[src/rtl/pbm_pkg.sv]
// pbm_pkg: shared definitions for the PBM read-side DMA drain engine.
//   pbm_state_e     - drain FSM states (IDLE, CMD, DATA)
//   BYTES_PER_WORD  - bytes per PBM word / memory beat at the default 32-bit width
//   LEN_W           - width of burst-length fields (holds 1..256)
package pbm_pkg;

  typedef enum logic [1:0] {
    IDLE = 2'd0,
    CMD  = 2'd1,
    DATA = 2'd2
  } pbm_state_e;

  localparam int unsigned BYTES_PER_WORD = 32 / 8;
  localparam int unsigned LEN_W          = 9;

endpackage

[src/rtl/pbm_prefetch_fifo.sv]
// pbm_prefetch_fifo: small synchronous FIFO that absorbs PBM read latency.
//   clk, rst_n  - clock, synchronous active-low clear (pointers and count)
//   push, push_data - write one word
//   pop         - consume the head word (only while non-empty)
//   head        - current head word (first-word fall-through)
//   count       - number of stored words, 0..DEPTH
//   empty       - count == 0
module pbm_prefetch_fifo #(
  parameter int unsigned WIDTH = 32,
  parameter int unsigned DEPTH = 4
) (
  input  logic                     clk,
  input  logic                     rst_n,
  input  logic                     push,
  input  logic [WIDTH-1:0]         push_data,
  input  logic                     pop,
  output logic [WIDTH-1:0]         head,
  output logic [$clog2(DEPTH):0]   count,
  output logic                     empty
);

  localparam int unsigned AW = $clog2(DEPTH);
  localparam int unsigned CW = AW + 1;

  logic [WIDTH-1:0] mem [DEPTH];
  logic [AW-1:0]    rd_ptr;
  logic [AW-1:0]    wr_ptr;
  logic [CW-1:0]    cnt;

  always_ff @(posedge clk) begin
    if (push) begin
      mem[wr_ptr] <= push_data;
    end
  end

  always_ff @(posedge clk) begin
    if (!rst_n) begin
      rd_ptr <= '0;
      wr_ptr <= '0;
      cnt    <= '0;
    end else begin
      if (push) begin
        wr_ptr <= wr_ptr + AW'(1);
      end
      if (pop) begin
        rd_ptr <= rd_ptr + AW'(1);
      end
      case ({push, pop})
        2'b10:   cnt <= cnt + CW'(1);
        2'b01:   cnt <= cnt - CW'(1);
        default: cnt <= cnt;
      endcase
    end
  end

  assign head  = mem[rd_ptr];
  assign count = cnt;
  assign empty = (cnt == '0);

  // The prefetch credit check upstream guarantees a free slot for every word.
  a_no_overflow: assert property (@(posedge clk) disable iff (!rst_n)
    !(push && !pop && (cnt == CW'(DEPTH))));

endmodule

[src/rtl/pbm_dma_reader.sv]
// pbm_dma_reader: drains committed PBM words into bursts toward a memory ring buffer.
//   clk, rst_n          - clock, synchronous active-low reset
//   i_enable            - allow new bursts to start
//   i_base_addr         - ring base byte address
//   i_ring_words        - ring size in words
//   o_pbm_rd_en         - PBM pop request
//   i_pbm_rd_data/valid - PBM read data, one cycle after the pop
//   i_pbm_rd_empty      - PBM holds no committed data
//   i_pbm_usage         - committed PBM words
//   o_cmd_*/i_cmd_ready - burst command (addr, len) handshake
//   o_dat_*/i_dat_ready - data beat handshake with last-beat flag
//   o_busy              - FSM not in IDLE
//   o_words_total       - wrapping count of delivered words
// Build option: define PBM_DMA_FLUSH_TIMEOUT_EN to let a partial burst go out
// after FLUSH_CYCLES idle cycles with 0 < usage < MAX_BURST.
module pbm_dma_reader
  import pbm_pkg::*;
#(
  parameter int unsigned DATA_WIDTH     = 32,
  parameter int unsigned PBM_ADDR_WIDTH = 14,
  parameter int unsigned ADDR_WIDTH     = 32,
  parameter int unsigned MAX_BURST      = 16,
  parameter int unsigned FIFO_DEPTH     = 4,
  parameter int unsigned FLUSH_CYCLES   = 256
) (
  input  logic                      clk,
  input  logic                      rst_n,
  input  logic                      i_enable,
  input  logic [ADDR_WIDTH-1:0]     i_base_addr,
  input  logic [15:0]               i_ring_words,
  output logic                      o_pbm_rd_en,
  input  logic [DATA_WIDTH-1:0]     i_pbm_rd_data,
  input  logic                      i_pbm_rd_valid,
  input  logic                      i_pbm_rd_empty,
  input  logic [PBM_ADDR_WIDTH:0]   i_pbm_usage,
  output logic                      o_cmd_valid,
  input  logic                      i_cmd_ready,
  output logic [ADDR_WIDTH-1:0]     o_cmd_addr,
  output logic [8:0]                o_cmd_len,
  output logic                      o_dat_valid,
  input  logic                      i_dat_ready,
  output logic [DATA_WIDTH-1:0]     o_dat_data,
  output logic                      o_dat_last,
  output logic                      o_busy,
  output logic [31:0]               o_words_total
);

  localparam int unsigned BPW = DATA_WIDTH / 8;
  localparam int unsigned CW  = $clog2(FIFO_DEPTH) + 1;
  localparam int unsigned UW  = PBM_ADDR_WIDTH + 1;

  pbm_state_e            state, state_next;
  logic [15:0]           wr_ptr;
  logic [LEN_W-1:0]      len, len_next, issued, beats;
  logic [ADDR_WIDTH-1:0] addr;
  logic                  inflight;
  logic [CW-1:0]         fifo_count;
  logic [CW:0]           fill;
  logic                  fifo_empty;
  logic [DATA_WIDTH-1:0] fifo_head;
  logic                  push, dat_fire, last_beat, prefetch_ok;
  logic                  start, done, eligible, flush_due;
  logic [16:0]           room, usage_x, max_x, ptr_sum;

  // Burst length is the smallest of committed words, MAX_BURST and ring room.
  assign room    = {1'b0, i_ring_words} - {1'b0, wr_ptr};
  assign usage_x = 17'(i_pbm_usage);
  assign max_x   = 17'(MAX_BURST);

  always_comb begin
    if (usage_x <= max_x && usage_x <= room) begin
      len_next = LEN_W'(usage_x);
    end else if (room < max_x) begin
      len_next = LEN_W'(room);
    end else begin
      len_next = LEN_W'(max_x);
    end
  end

`ifdef PBM_DMA_FLUSH_TIMEOUT_EN
  localparam int unsigned TW = $clog2(FLUSH_CYCLES + 1);
  logic [TW-1:0] flush_timer;

  always_ff @(posedge clk) begin
    if (!rst_n) begin
      flush_timer <= '0;
    end else if (start || (i_pbm_usage == '0) || (i_pbm_usage >= UW'(MAX_BURST))) begin
      flush_timer <= '0;
    end else if ((state == IDLE) && (flush_timer < TW'(FLUSH_CYCLES))) begin
      flush_timer <= flush_timer + TW'(1);
    end
  end

  assign flush_due = (flush_timer == TW'(FLUSH_CYCLES));
`else
  assign flush_due = 1'b0;
`endif

  assign eligible = i_enable && (i_pbm_usage != '0) &&
                    ((i_pbm_usage >= UW'(MAX_BURST)) || flush_due);

  // A popped word is either in flight or in the FIFO; both consume a credit.
  assign fill        = {1'b0, fifo_count} + (CW+1)'(inflight);
  assign prefetch_ok = (issued < len) && !i_pbm_rd_empty && (fill < (CW+1)'(FIFO_DEPTH));
  assign last_beat   = (beats == len - LEN_W'(1));
  assign ptr_sum     = 17'(wr_ptr) + 17'(len);

  // Words arriving after a reset belong to an abandoned burst and are dropped.
  assign push     = i_pbm_rd_valid && (state != IDLE);
  assign dat_fire = o_dat_valid && i_dat_ready;

  always_ff @(posedge clk) begin
    if (!rst_n) begin
      state <= IDLE;
    end else begin
      state <= state_next;
    end
  end

  always_comb begin
    state_next  = state;
    start       = 1'b0;
    done        = 1'b0;
    o_cmd_valid = 1'b0;
    o_dat_valid = 1'b0;
    o_dat_last  = 1'b0;
    o_pbm_rd_en = 1'b0;
    unique case (state)
      IDLE: begin
        if (eligible) begin
          state_next = CMD;
          start      = 1'b1;
        end
      end
      CMD: begin
        o_cmd_valid = 1'b1;
        o_pbm_rd_en = prefetch_ok;
        if (i_cmd_ready) begin
          state_next = DATA;
        end
      end
      DATA: begin
        o_pbm_rd_en = prefetch_ok;
        o_dat_valid = !fifo_empty;
        o_dat_last  = !fifo_empty && last_beat;
        if (!fifo_empty && i_dat_ready && last_beat) begin
          state_next = IDLE;
          done       = 1'b1;
        end
      end
      default: state_next = IDLE;
    endcase
  end

  always_ff @(posedge clk) begin
    if (!rst_n) begin
      wr_ptr        <= '0;
      len           <= '0;
      addr          <= '0;
      issued        <= '0;
      beats         <= '0;
      inflight      <= 1'b0;
      o_words_total <= '0;
    end else begin
      inflight <= o_pbm_rd_en;
      if (start) begin
        len    <= len_next;
        addr   <= i_base_addr + ADDR_WIDTH'(wr_ptr) * ADDR_WIDTH'(BPW);
        issued <= '0;
        beats  <= '0;
      end
      if (o_pbm_rd_en) begin
        issued <= issued + LEN_W'(1);
      end
      if (dat_fire) begin
        beats <= beats + LEN_W'(1);
      end
      if (done) begin
        wr_ptr        <= (ptr_sum >= 17'(i_ring_words)) ? '0 : 16'(ptr_sum);
        o_words_total <= o_words_total + 32'(len);
      end
    end
  end

  pbm_prefetch_fifo #(
    .WIDTH (DATA_WIDTH),
    .DEPTH (FIFO_DEPTH)
  ) u_fifo (
    .clk       (clk),
    .rst_n     (rst_n),
    .push      (push),
    .push_data (i_pbm_rd_data),
    .pop       (dat_fire),
    .head      (fifo_head),
    .count     (fifo_count),
    .empty     (fifo_empty)
  );

  assign o_busy     = (state != IDLE);
  assign o_cmd_addr = o_cmd_valid ? addr : '0;
  assign o_cmd_len  = o_cmd_valid ? len  : '0;
  assign o_dat_data = o_dat_valid ? fifo_head : '0;

endmodule

[config.mk]
export PLATFORM = sky130hd
export DESIGN_NAME = pbm_dma_reader
export DESIGN_NICKNAME = d
export VERILOG_FILES = /design/src/rtl/pbm_pkg.sv /design/src/rtl/pbm_prefetch_fifo.sv /design/src/rtl/pbm_dma_reader.sv
export SDC_FILE = /design/constraint.sdc
export NUM_CORES = 1
export LEC_CHECK = 0
export ABC_AREA = 1
export CORE_MARGIN = 2
export CORE_UTILIZATION = 40
export CTS_CLUSTER_SIZE = 16
export DETAILED_ROUTE_END_ITERATION = 6
export MAX_ROUTING_LAYER = met4
export SETUP_SLACK_MARGIN = 0.15
export SYNTH_ARGS = -nofsm -noshare
export SYNTH_HDL_FRONTEND = slang
export SYNTH_SLANG_ARGS = --single-unit
[constraint.sdc]
create_clock -name clk -period 3.7 [get_ports clk]
set_clock_uncertainty 0.1 [all_clocks]
set_input_delay 1.11 -clock clk [delete_from_list [all_inputs] [get_ports clk]]
set_output_delay 1.11 -clock clk [all_outputs]
set_load 0.05 [all_outputs]
# --- Yosys cells after proc, flatten, opt, wreduce, memory -nomap -nowiden ---
# Memory sizes are Yosys's and may differ from the RTL's. A register that Yosys moved wholly into a read port is not among the register bits.
# Index checks and enable logic that the tools add are counted.
word_totals:
  register_bits: 117
  mem_bits_rw: 128
  input_bits: 102
  out_inout_bits: 110
  n_memories: 1
op_classes:
  addsub: 12
  magnitude_cmp: 7
  eq_ne: 8
  muxes: 26
  reduce_logical: 21
mem_list:
  columns: ["memory", "depth", "word_bits", "read_ports", "rd_clocked_by_memory_dff", "write_ports", "line", "source"]
  rows:
  - ["u_fifo.mem", 4, 32, 1, 1, 1, "pbm_prefetch_fifo.sv:25", "logic [WIDTH-1:0] mem [DEPTH];"]
op_table:
  columns: ["cell", "n"]
  rows:
  - ["$mux 32", 2]
  - ["$mux 9", 6]
  - ["$add 32x18->32", 1]
  - ["$add 32x9->32", 1]
  - ["$add 9x1->9 const B", 2]
  - ["$add 16x9->17", 1]
  - ["$ge 17x16->1", 1]
  - ["$le 15x17->1", 1]
  - ["$lt 17x5->1 const B", 1]
  - ["$sub 16x16->17", 1]
  - ["$mux 16", 1]
  - ["$ge 15x5->1 const B", 1]
  - ["$le 15x5->1 const B", 1]
  - ["$reduce_bool 15->1", 1]
  - ["$logic_and 1x1->1", 10]
  - ["$mux 1", 10]
  - ["$mux 2", 5]
  - ["$eq 9x9->1", 1]
  - ["$lt 9x9->1", 1]
  - ["$sub 9x1->9 const B", 1]
  - ["$reduce_bool 2->1", 4]
  - ["$ne 2x2->1 const B", 3]
  - ["$pmux 2 s3", 1]
  - ["$pmux 3 s2", 1]
  - ["other kinds (12)", 16]

# --- Longest topological paths before layout ---
depth:
  depth_word: 7
  ltp_mapped: 24
  ltp_nobuf: 24

# --- By module ---
# Synthesis repeated with hierarchy kept, for this count alone.
hier_totals:
  hier_cells: 1972
  area_unflattened_um2: 15214.6
by_module_without_submodules:
  columns: ["module", "instances", "cells_per_inst", "area_each_um2", "seq_area_each_um2"]
  rows:
  - ["pbm_dma_reader", 1, 1607, 10002.1, 2202.1]
  - ["pbm_prefetch_fifo", 1, 365, 5212.5, 4023.9]

# --- Worst setup path after synthesis ---
# OpenSTA, ideal clock, no wires.
synth_timing:
  path_kind: "input to register"
  from: "input port i_ring_words[0]"
  to: "register len[4]"
  setup_ns: 0.070
  t_arrival_ns: 3.645
  required_time_ns: 3.530
  path_slack_ns: -0.116
  path_stages: 23
  cell_sequence: "inv_1 > ha_1 > inv_1 > fa_1 > nand2_1 > nand2_1 > nand3_1 > nand2_1 > nand2_1 > nand2_1 > nand2_1 > nand2_1 > ha_1 > nand2_1 > nor3_1 > nand3_1 > nor3_1 > a21oi_1 > a21boi_1 > nand2_1 > nand2_1 > nand2_1 > a21oi_1"
synth_via:
  elab_chain_len: 4
  elab_cells_between_ends: 6
  cone_classes: "add/sub: 1; order compare: 2; mux: 2; reduce/logical: 1"
synth_rtl:
  columns: ["element", "line", "source"]
  rows:
  - ["start: declaration", "pbm_dma_reader.sv:30", "input logic [15:0] i_ring_words,"]
  - ["$sub 16x16->17 (*)", "pbm_dma_reader.sv:66", "assign room = {1'b0, i_ring_words} - {1'b0, wr_ptr};"]
  - ["$lt 17x5->1 or $le 15x17->1 (tied branches)", "pbm_dma_reader.sv:73, pbm_dma_reader.sv:71", null]
  - ["$mux 9 or $logic_and 1x1->1 (tied branches)", "pbm_dma_reader.sv:73, pbm_dma_reader.sv:71", null]
  - ["$mux 9 (*)", "pbm_dma_reader.sv:71", "if (usage_x <= max_x && usage_x <= room) begin"]
  - ["end signal: assignment", "pbm_dma_reader.sv:167", "len <= len_next;"]
  - ["end: declaration", "pbm_dma_reader.sv:54", "logic [LEN_W-1:0] len, len_next, issued, beats;"]
# Every way passes the cells marked *; elsewhere a longest branch is shown, timed or not.
# A chain may end at the register's enable or synchronous reset.

# --- Worst setup path in the final report ---
layout_timing:
  from: "register len[0]"
  to: "output port o_dat_last"
layout_via:
  elab_chain_len: 4
layout_rtl:
  columns: ["element", "line", "source"]
  rows:
  - ["$sub 9x1->9", "pbm_dma_reader.sv:105", "assign last_beat = (beats == len - LEN_W'(1));"]
  - ["$eq 9x9->1", "pbm_dma_reader.sv:105", null]
  - ["$logic_and 1x1->1", "pbm_dma_reader.sv:145", "o_dat_last = !fifo_empty && last_beat;"]
  - ["$mux 1", "pbm_dma_reader.sv:128", "unique case (state)"]
  - ["end: declaration", "pbm_dma_reader.sv:43", "output logic o_dat_last,"]
# Every way passes these cells.

==> qor.yml <==
critical_path:
  critPathKind: "reg -> out"
  crit_path_start_kind: "register"
  cpPeakStageDelay_ps: 340
  r2r-end: "wr_ptr[7]"
  reg2reg_from: "len[5]"
  crit_arrival_ps: 2350
  ff2ff_path_depth: 20
  worst_setup_path_end_kind: "output port"
  crit_path_max_fanout: 4
  ff2ff_setup_slack_ps: 380
  path_common_cell: "nor2_4"
  cp_slowest_cell: "dfxtp_2"
  worstPathRequired_ps: 2490
  path_cells: "buf_6, inv_6, ha_4, buf_4, xnor2_1, xor2_1, nand4_1, nor2_4, nand2_4, nor2_4, buf_12"
drt:
  vias: 14260
  drc_errors: 0
  wl_um: 46450
  drt_first_pass_iters: 5
  wire_per_inst_um: 16.23
  ant_nets: 0
  vias_per_cell: 4.982
  first_iter_violations: 818
power:
  vdd_drop_max_uv: 428.5
  p_leak_nw: 9.101
  p_per_area_nw_per_um2: 441.9
global_route:
  grt_max_degree: 65
  grt_remaining_overflow: 0
  grt_pass1_vias: 13810
  grt_antenna_before_repair: 2
  grt_pass1_wl_um: 72930
  grt_usage_pct: 24.00
hold_path:
  whs_path_depth: 2
  holdPathEnd: "addr[2]"
  hp-start: "addr[2]"
  hp-class: "reg -> reg"
yosys:
  synth_edf_count: 128
  synthCells: 2005
  synthTopCellsByArea: "edfxtp_1 (25%), dfxtp_1 (16%), nand2_1 (11%), ha_1 (8.3%), inv_1 (6.4%)"
  synthFlopType: "edfxtp_1"
  ys_async_sr_fraction_pct: 0
  synth_nets: 2212
  yosysUniqueCellTypes: 47
  syn_area_um2: 15120
  yosysTopAreaCellShare_pct: 25.41
  avgSynthCellArea_um2: 7.543
  synth_top_cell_by_area: "edfxtp_1"
  yosysWarnings: 0
  ys_ff_latch: 247
  seq_area_frac_synth_pct: 41.16
timing:
  worst_slew_pin_slew_ps: 727.2
  hold_viol_final: 0
  rsz0062_at_grt: "true"
  slew_viol_final: 0
  setup_violations: 0
  finalCritPeriodShare_pct: 96.26
  layout_min_cycle_time_ps: 3562
  fmax_ghz: 0.2808
  slew_headroom_pct: 51.46
flow_run:
  cap_violations: 0
clock_network:
  cts-buffers-inserted: 28
  clk_pin_slew_ps: 70
  clk_latency_ps: 560
  cts_sinks: 247
  root_buffer: "clkbuf_16"
  clockBufferDepth: 3
  cts_tree: "built"
  htree_levels: 1
  ctsHoldBuffers: 0
final_layout:
  layout-area-overhead-vs-synth_pct: 37.87
  final_cells: 2862
  fin_util_pct: 55.62
  fin_nets: 2534
  drive_above_1_share_pct: 18.52
place:
  gp_congestion: 0.9387
  dpl.hpwl_um: 33590
  dp_cells: 2780
  io_buffers: 211
die:
  die_w_um: 198.5
  initial_core_util_pct: 40.34
  die-height_um: 198.5
  rows: 71
  dieArea_um2: 39380
  coreArea_um2: 37490
  io_pins: 212
run_status:
  status: "completed"
[flip-flops by register name (all words and copies together) (netlist names), named ones only]
signal / count
inflight: 1
addr: 32
u_fifo.mem: 128
u_fifo.rd_ptr: 2
wr_ptr: 16
beats: 9
state: 2
u_fifo.count: 3
o_words_total: 32
len: 9
issued: 9
u_fifo.wr_ptr: 2
[Yosys cell counts, types with 31 or more instances]
library cell	n
nor3_1	32
o21ai_0	144
clkbuf_1	46
a21oi_1	189
ha_1	100
dfxtp_1	119
inv_1	258
nor2_1	246
nand3_1	89
nand4_1	31
xor2_1	46
edfxtp_1	128
nand2_1	433
[routing by layer]
layer / vias up / part of all wire, % / track usage [%]
li1: 7260 / - / -
met5: - / 0 / -
met3: 84 / 7.1 / 5.154
met4: 0 / 3.1 / 7.020
met2: 373 / 45 / 38.23
met1: 6542 / 45 / 30.78
[how the worst max path moves through the flow]
stage / from / to / slack, ps / cells after the start
floorplan: i_ring_words[0] / len[4] / 120 / 23
finish: len[0] / o_dat_last / 140 / 11
CTS: len[1] / o_dat_last / 140 / 14
global route: len[0] / o_dat_last / 7 / 11
global placement: i_ring_words[0] / len[4] / -640 / 22
detailed placement: i_ring_words[0] / len[4] / -700 / 22
[final cells by class]
cell class	instances	area, µm²
Antenna cell	2	5.005
Clock buffer	37	774.5
Clock inverter	15	150.1
Fill cell	3452	16640
Inverter	267	1021
Multi-Input combinational cell	1431	8394
Sequential cell	247	6245
Tap cell	511	639.4
Timing Repair Buffer	352	3623
[per-stage QoR]
| stage | setup slack [ps] | power (W) | setup TNS (ps) | instance area, µm² | hold slack (ps) |
|---|---|---|---|---|---|
| 6_report | 138.3 | 0.009215 | 0 | 20850 | 369.0 |
| 5_1_grt | 7.143 | 0.009710 | 0 | 20850 | 383.4 |
| 4_1_cts | 136.7 | 0.009139 | 0 | 20280 | 369.6 |
| 3_5_place_dp | -698.7 | 0.006224 | -3283 | 18910 | 361.1 |
| 3_3_place_gp | -636.4 | 0.006191 | -3010 | 18910 | 354.6 |
| 2_1_floorplan | 118.5 | 0.005092 | 0 | 15160 | 345.6 |
[cell families (layout without fill, tap and decap cells)]
kind of cell | count (synthesis) | in the layout | share of synthesized area (%)
compound gates | 390 | 390 | 13.81
xor+xnor | 68 | 68 | 3.938
fa+ha+maj | 105 | 105 | 8.935
buf+inv | 328 | 671 | 8.331
flops | 247 | 247 | 41.16
other cells | 0 | 2 | 0
simple gates | 867 | 868 | 23.83
[worst max-delay path, delay by kind of cell, from the launching register on]
kind                     cells  cell delay, ps
AND/OR/NAND/NOR              4             470
buffers and inverters        4             460
flip-flops                   1             340
XOR/XNOR                     2             340
adder cells (fa/ha/maj)      1             170
[what timing repair did]
action	4_1_cts	5_1_grt
gates resized for setup	84	102
pin swaps	20	51
setup buffers	10	17
cloned	1	0
setup endpoints to repair	42	33
[layout by cell type (no fill, tap or decap), types with 5 or more instances in the layout]
cell               n
inv_1            247
nand4_1           31
o211ai_1           5
clkdlybuf4s50_1  119
nand2_2           33
xnor2_1           22
o21bai_1          10
xor2_1            41
nand3_1           77
buf_12            48
a21oi_2           19
nor2_2            14
o21a_1            12
or2_2              7
clkbuf_16         28
nand3_2            9
buf_4            159
ha_4              26
inv_2             13
clkbuf_1           5
nor2_4             8
a21o_1             5
ha_1              71
nor2_1           231
xor2_2             5
dfxtp_2            9
dlymetal6s2s_1     8
clkinv_1           5
dfxtp_1          108
nand3b_1           6
nand2_1          401
o21ai_0          142
a21oi_1          173
clkinv_2           6
edfxtp_1         128
inv_4              5
buf_6             10
nor3_1            28
[report_power, final]
| group | switching [W] | internal, W | total [W] |
|---|---|---|---|
| combinational | 0.00191 | 0.00120 | 0.00311 |
| sequential | 0.000130 | 0.00321 | 0.00334 |
| clock | 0.00115 | 0.00161 | 0.00276 |
Note: power is estimated with default switching activity, not from simulation.
